`src/rtl/mem_flush_seq.sv`:
```
// Memory-maintenance sequencer: FENCE.I / SFENCE.VMA / abort -> drain, clear, sync, TLB flush, done.
// Optional watchdog on the DRAIN/SYNC waits is compiled in with `define FLUSH_SEQ_WATCHDOG_EN.
package mem_flush_seq_pkg;
    typedef enum logic [1:0] {
        NoFlush   = 2'd0,
        FlushAll  = 2'd1,
        FlushASID = 2'd2,
        FlushPage = 2'd3
    } tlb_flush_type_t;

    typedef enum logic [2:0] {
        IDLE  = 3'd0,
        DRAIN = 3'd1,
        CLR   = 3'd2,
        SYNC  = 3'd3,
        TLBF  = 3'd4,
        DONE  = 3'd5
    } flush_state_t;

    localparam logic [1:0] REQ_FENCE_I = 2'd0;
    localparam logic [1:0] REQ_SFENCE  = 2'd1;
    localparam logic [1:0] REQ_ABORT   = 2'd2;
endpackage

// Handshake: a request transfers on any clock edge where req_valid_i && req_ready_o;
// req_ready_o is high only in IDLE, so req_valid_i is ignored while a sequence runs.
module mem_flush_seq
    import mem_flush_seq_pkg::*;
#(
    parameter int unsigned ASID_LEN = 16,
    parameter int unsigned VPN_LEN  = 27,
    parameter int unsigned WDOG_CYC = 255
) (
    input  logic                clk_i,
    input  logic                rst_n_i,
    input  logic                req_valid_i,
    output logic                req_ready_o,
    input  logic [1:0]          req_type_i,
    input  logic                req_asid_valid_i,
    input  logic                req_vpn_valid_i,
    input  logic [ASID_LEN-1:0] req_asid_i,
    input  logic [VPN_LEN-1:0]  req_vpn_i,
    input  logic                pipe_empty_i,
    input  logic                l2c_update_done_i,
    output logic                stall_o,
    output logic                clr_l1tlb_mshr_o,
    output logic                clr_l2tlb_mshr_o,
    output logic                clear_dmshr_dregs_o,
    output logic                synch_l1dc_l2c_o,
    output tlb_flush_type_t     l1tlb_flush_type_o,
    output tlb_flush_type_t     l2tlb_flush_type_o,
    output logic [ASID_LEN-1:0] flush_asid_o,
    output logic [VPN_LEN-1:0]  flush_page_o,
    output logic                done_o,
    output logic                timeout_o,
    output flush_state_t        dbg_state_o
);

    flush_state_t        state_q, state_d;
    logic [1:0]          type_q;
    logic                asid_valid_q, vpn_valid_q;
    logic [ASID_LEN-1:0] asid_q;
    logic [VPN_LEN-1:0]  vpn_q;
    logic                accept;
    logic                wdog_expire;
    tlb_flush_type_t     tlb_cmd;

    assign accept      = (state_q == IDLE) && req_valid_i;
    assign dbg_state_o = state_q;

`ifdef FLUSH_SEQ_WATCHDOG_EN
    localparam logic [7:0] WDOG_LAST = 8'(WDOG_CYC - 1);
    logic [7:0] wdog_cnt_q;
    logic       timeout_q;
    logic       wait_exit;

    assign wait_exit   = ((state_q == DRAIN) && pipe_empty_i) ||
                         ((state_q == SYNC) && l2c_update_done_i);
    assign wdog_expire = ((state_q == DRAIN) || (state_q == SYNC)) &&
                         (wdog_cnt_q == WDOG_LAST) && !wait_exit;

    // Counter restarts on every state change, so it is zero in the first DRAIN/SYNC cycle.
    always_ff @(posedge clk_i or negedge rst_n_i) begin
        if (!rst_n_i) begin
            wdog_cnt_q <= '0;
            timeout_q  <= 1'b0;
        end else begin
            timeout_q <= wdog_expire;
            if (state_q != state_d) wdog_cnt_q <= '0;
            else if ((state_q == DRAIN) || (state_q == SYNC)) wdog_cnt_q <= wdog_cnt_q + 8'd1;
        end
    end
    assign timeout_o = timeout_q;
`else
    logic unused_wdog;
    assign unused_wdog = ^WDOG_CYC;
    assign wdog_expire = 1'b0;
    assign timeout_o   = 1'b0;
`endif

    always_ff @(posedge clk_i or negedge rst_n_i) begin
        if (!rst_n_i) state_q <= IDLE;
        else          state_q <= state_d;
    end

    // Reserved type 3 is folded into ABORT at latch time.
    always_ff @(posedge clk_i or negedge rst_n_i) begin
        if (!rst_n_i) begin
            type_q       <= REQ_FENCE_I;
            asid_valid_q <= 1'b0;
            vpn_valid_q  <= 1'b0;
            asid_q       <= '0;
            vpn_q        <= '0;
        end else if (accept) begin
            type_q       <= (req_type_i == 2'd3) ? REQ_ABORT : req_type_i;
            asid_valid_q <= req_asid_valid_i;
            vpn_valid_q  <= req_vpn_valid_i;
            asid_q       <= req_asid_i;
            vpn_q        <= req_vpn_i;
        end
    end

    always_comb begin
        state_d = state_q;
        case (state_q)
            IDLE:  if (req_valid_i)
                       state_d = ((req_type_i == REQ_FENCE_I) || (req_type_i == REQ_SFENCE)) ? DRAIN : CLR;
            DRAIN: if (pipe_empty_i || wdog_expire) state_d = CLR;
            CLR:   state_d = (type_q == REQ_ABORT) ? DONE : SYNC;
            SYNC:  if (l2c_update_done_i || wdog_expire)
                       state_d = (type_q == REQ_SFENCE) ? TLBF : DONE;
            TLBF:  state_d = DONE;
            DONE:  state_d = IDLE;
            default: state_d = IDLE;
        endcase
    end

    always_comb begin
        if (vpn_valid_q)       tlb_cmd = FlushPage;
        else if (asid_valid_q) tlb_cmd = FlushASID;
        else                   tlb_cmd = FlushAll;
    end

    always_comb begin
        req_ready_o         = (state_q == IDLE);
        stall_o             = (state_q != IDLE);
        clr_l1tlb_mshr_o    = 1'b0;
        clr_l2tlb_mshr_o    = 1'b0;
        clear_dmshr_dregs_o = 1'b0;
        synch_l1dc_l2c_o    = 1'b0;
        l1tlb_flush_type_o  = NoFlush;
        l2tlb_flush_type_o  = NoFlush;
        flush_asid_o        = '0;
        flush_page_o        = '0;
        done_o              = 1'b0;
        case (state_q)
            CLR: begin
                clear_dmshr_dregs_o = 1'b1;
                clr_l1tlb_mshr_o    = (type_q != REQ_FENCE_I);
                clr_l2tlb_mshr_o    = (type_q != REQ_FENCE_I);
            end
            SYNC: synch_l1dc_l2c_o = 1'b1;
            TLBF: begin
                l1tlb_flush_type_o = tlb_cmd;
                l2tlb_flush_type_o = tlb_cmd;
                flush_asid_o       = asid_valid_q ? asid_q : '0;
                flush_page_o       = vpn_valid_q ? vpn_q : '0;
            end
            DONE: done_o = 1'b1;
            default: ;
        endcase
    end

endmodule

```
`config.mk`:
```
export PLATFORM = sky130hd
export DESIGN_NAME = mem_flush_seq
export DESIGN_NICKNAME = d
export VERILOG_FILES = /design/src/rtl/mem_flush_seq.sv
export SDC_FILE = /design/constraint.sdc
export NUM_CORES = 1
export LEC_CHECK = 0
export BUFFER_PORTS_ARGS = -buffer_cell sky130_fd_sc_hd__buf_2
export CAP_MARGIN = 20
export CORE_ASPECT_RATIO = 1.1
export CORE_MARGIN = 2
export CORE_UTILIZATION = 49
export CTS_BUF_LIST = sky130_fd_sc_hd__clkbuf_2 sky130_fd_sc_hd__clkbuf_4 sky130_fd_sc_hd__clkbuf_8
export DETAILED_ROUTE_END_ITERATION = 6
export PLACE_DENSITY_LB_ADDON = 0.1
export SLEW_MARGIN = 20
export SYNTH_ARGS = -nofsm -noshare
export SYNTH_HDL_FRONTEND = slang
export SYNTH_SLANG_ARGS = --single-unit
```
`constraint.sdc`:
```
create_clock -name clk_i -period 1.6 [get_ports clk_i]
set_input_delay 0.08 -clock clk_i [delete_from_list [all_inputs] [get_ports clk_i]]
set_output_delay 0.08 -clock clk_i [all_outputs]
set_load 0.02 [all_outputs]
```
After elaboration in Yosys (flattened, before gate mapping)

Cells that the tools add are included.

Eq/ne operators: 12
Muxes and demuxes: 19
Reductions and logical operators: 7

Operators by type and width:

| operator             | number |
|---|---|
| $mux W27             | 2 |
| $mux W16             | 2 |
| $pmux W3 S5          | 1 |
| $mux W3              | 4 |
| $mux W2              | 5 |
| $eq A3 B2 Y1 const B | 2 |
| $eq A3 B3 Y1 const B | 2 |
| $ne A2 B2 Y1 const B | 3 |
| $mux W1              | 5 |
| $eq A2 B1 Y1 const B | 2 |
| $eq A2 B2 Y1 const B | 2 |
| $eq A3 B1 Y1 const B | 1 |
| $logic_not A3 Y1     | 1 |
| $reduce_and A3 Y1    | 1 |
| $reduce_bool A3 Y1   | 1 |
| $logic_not A2 Y1     | 1 |
| $reduce_bool A2 Y1   | 1 |
| $logic_and A1 B1 Y1  | 1 |
| $logic_or A1 B1 Y1   | 1 |

Register bits after elaboration: 50
Input port bits: 52

Longest topological paths before layout

Depth in word-level cells: 5
Mapped depth: 5

Worst setup path before layout

Ideal clock, no wire load.

Path type: register to register
Start point: register state_q[0] (netlist: dbg_state_o[0])
End point: register asid_q[10]
Arrival time: 1.611 ns
Required time: 1.475 ns
Path slack: -0.136 ns
Stages on the path, launching flop included: 6
Path buffers: 2
Clock period less this slack: 1.736 ns
Cells stage by stage: dfrtp_1 -> nor3_4 -> and2_4 -> buf_12 -> buf_12 -> mux2_4

Cells in the longest elaborated chain, start to end: 2

RTL lines:

| element                  | line | RTL |
|---|---|---|
| start: declaration       | 59   | `flush_state_t state_q, state_d;` |
| start signal: assignment | 103  | `else state_q <= state_d;` |
| $logic_not A3 Y1         | --   |  |
| net req_ready_o          | 37   | `output logic req_ready_o,` |
| $logic_and A1 B1 Y1      | 68   | `assign accept = (state_q == IDLE) && req_valid_i;` |
| end signal: assignment   | 118  | `asid_q <= req_asid_i;` |
| end: declaration         | 62   | `logic [ASID_LEN-1:0] asid_q;` |

The timed path passes the listed nets, and every way through them passes these cells.
A chain may end at the register's enable or synchronous reset.

Worst setup path after layout

Start point: register state_q[1] (netlist: dbg_state_o[1])
End point: register vpn_q[0]

Cells in the longest elaborated chain, start to end: 2

RTL lines:

| element                | line | RTL |
|---|---|---|
| $logic_not A3 Y1       | 68   |  |
| $logic_and A1 B1 Y1    | 68   |  |
| end signal: assignment | 119  | `vpn_q <= req_vpn_i;` |
| end: declaration       | 63   | `logic [VPN_LEN-1:0] vpn_q;` |

No other way between the ends.

==> summary.txt <==
STA
  – Setup TNS Final: -0.9619 ns
  – Fin. max-slew vios: 0
  – Period utilisation layout: 102.9%
  – Setup WS post-layout: -0.04566 ns
  – Final setup viols: 43
  – Hold Fails Final Rpt: 0
  – Achievable Freq: 607.7 MHz
  – Clock Skew: 0.01025 ns
  – Minimum clock period: 1.646 ns
  – Unrepaired setup endpoints after global routing: yes

Place
  – Buffers on Ports: 108
  – Post-DP HPWL: 3577 um
  – Setup WS pre-CTS: 0.07949 ns
  – GPL Wtd Cong: 0.8144
  – Placed insts: 355

Routing
  – Starting DRT DRC Count: 87
  – Vias/cell: 4.827
  – Iteration count of the initial detailed-routing pass: 6
  – DR vias: 1926
  – Antenna-violating nets left: 0
  – Routed wire length: 6157 um
  – DRC viols: 0
  – Wire per inst: 15.43 um

Floorplan
  – Total Die Area: 0.005809 mm2
  – Die height: 79.74 um
  – Standard-cell rows: 27
  – Initial Util: 50.76%
  – Core area: 0.005034 mm2
  – Chip width: 72.85 um
  – IO Pins: 110

Min path
  – Hold Path Class: in -> reg
  – Hold path start: req_vpn_i[22]

Clocking
  – Max Buffers Root-to-Sink: 2
  – # H-tree levels: 2
  – CTS sink count: 50
  – Inserted Clock Buffers: 5
  – CTS root buffer: clkbuf_8
  – Clk_lat worst skew: 0.31 ns
  – CTS tree: yes
  – CTS clk-pin slew, worst paths: 0.09 ns

Worst setup path
  – Setup crit end kind: register
  – Crit path launch: dbg_state_o[1]
  – Critical Path RT: 1.79 ns
  – Startpoint class of the critical path: register
  – WP data arrival: 1.84 ns
  – RR Startpoint: dbg_state_o[1]
  – Crit path kind: reg -> reg
  – Crit path max fanout: 12

Flow run
  – MaxCap Viol Count: 0

Synthesis
  – Ys async rst share: 100.0%
  – Synth Cell Area: 0.002555 mm2
  – Net count after synthesis: 249
  – Synth Area per Inst: 12.97 um2
  – Synth Warn #: 0
  – Yosys reg bits: 50
  – Register area share after synthesis: 48.97%
  – Post-Synthesis Cells: 197
  – Biggest area consumer among synthesized cells: dfrtp_1
  – Unique masters post-synth: 29
  – Top area cells in the synthesized netlist: dfrtp_1, mux2_4, and2_1
  – Area share of the largest cell type after synthesis: 48.97%
  – Post-synth EDFFs: 0
  – Post-synth top flop: dfrtp_1

GRT
  – Vias in the first global route: 1822
  – Global-route wire length before repair: 8763 um
  – Initial antenna violation count: 0
  – Largest net degree at the start of global routing: 32
  – Tot GR Track Use: 19.71%
  – GR Overflow Total: 0

Pwr
  – Pwr/cell area: 1568 mW/mm2
  – Worst VDD drop: 0.9908 mV
  – Leakage power: 1.983 nW

Layout
  – Ant. Diodes: 0
  – Most common cell after layout, fill and taps aside: buf_2
  – Share of cells above drive strength 1: 59.53%
  – Post-Layout Cell Count: 399
  – Register area: 0.001254 mm2
  – Fin nets: 392
  – Multi-input logic area: 0.001236 mm2
  – Layout fillers: 304
  – Most frequent cells in the layout: buf_2, dfrtp_1, mux2_4
  – Area Overhead vs Synth: 54.41%

Outcome
  – Outcome: complete, but fails checks
  – Failing checks: negative setup slack
-- registers in the layout, indices dropped and copies added, names as in the netlist --
signal and count:
dbg_state_o 3, asid_q 16, asid_valid_q 1, vpn_q 27
vpn_valid_q 1, type_q 2
-- critical path: stages, from the launching register on --
cell,delay [ns]
dfrtp_2,0.43
buf_4,0.15
nor3_4,0.17
and2_4,0.27
clkbuf_16,0.21
mux2_4,0.31
-- cells in the mapped netlist (3+ instances only) --
library cell   n
and2_1        44
buf_12         4
buf_2          3
buf_4          6
clkbuf_1       4
dfrtp_1       50
inv_1          4
mux2_2        17
mux2_4        29
nor2_1         3
nor2b_1        8
o21ai_0        4
-- kinds of logic after synthesis --
logic type / after synthesis / share of synthesized area (%)
buf+inv: 21 / 6.660
simple gates: 66 / 16.16
mux: 47 / 24.93
other cells: 1 / 0.1468
compound gates: 12 / 3.135
flops: 50 / 48.97
-- metrics by stage --
step                power, mW  util, %  cell area [um2]  hold WS [ns]
global route            6.550    78.37             3945     0.0008658
detailed placement      4.716    62.54             3148       0.06759
global placement        4.658    62.54             3148       0.05311
floorplan               4.187        -             2560       -0.2156
CTS                     5.804    73.05             3677     0.0008646
finish                  6.186    78.37             3945      0.007455
-- final cells by class --
type                       count  area share, %
clock buffer                   5          1.744
timing repair buffer         153          31.81
sequential                    50          31.78
inverter                       4         0.3806
tap                           58          1.840
clock inverter                 3          1.110
multi-input combinational    126          31.34
-- what timing repair did --
item                       CTS  global route
hold endpoints to repair    47             0
cloned                       0             4
buffers inserted             2             1
hold buffers                29             0
pin swaps                    1             3
resized for setup           39            48
setup endpoints to repair   44            64
-- where the power goes --
part | switching (mW) | internal (mW) | total (mW)
Clock | 0.434 | 0.469 | 0.903
Sequential | 0.376 | 1.92 | 2.29
Combinational | 1.18 | 1.82 | 2.99
Total | 1.99 | 4.20 | 6.19
-- per-layer routing --
metal | share of wire, % | vias to the layer above | track usage, %
met3 | 4.8 | 7 | 3.030
met4 | 1.2 | 0 | 6.667
met2 | 49 | 73 | 30.18
met1 | 45 | 912 | 28.54
li1 | - | 934 | -
met5 | 0 | - | 0
-- worst paths after layout --
path	to	slack (ns)	cells after the start
max in group asynchronous	vpn_q[19]	0.80	3
worst max-delay path	vpn_q[0]	-0.05	5
worst min-delay path	vpn_q[22]	0.007	2
worst min register to register	vpn_q[19]	0.51	1
worst max register to register	vpn_q[0]	-0.05	5
min in group asynchronous	asid_q[12]	0.25	2
Power figures use the tool's default switching activity.
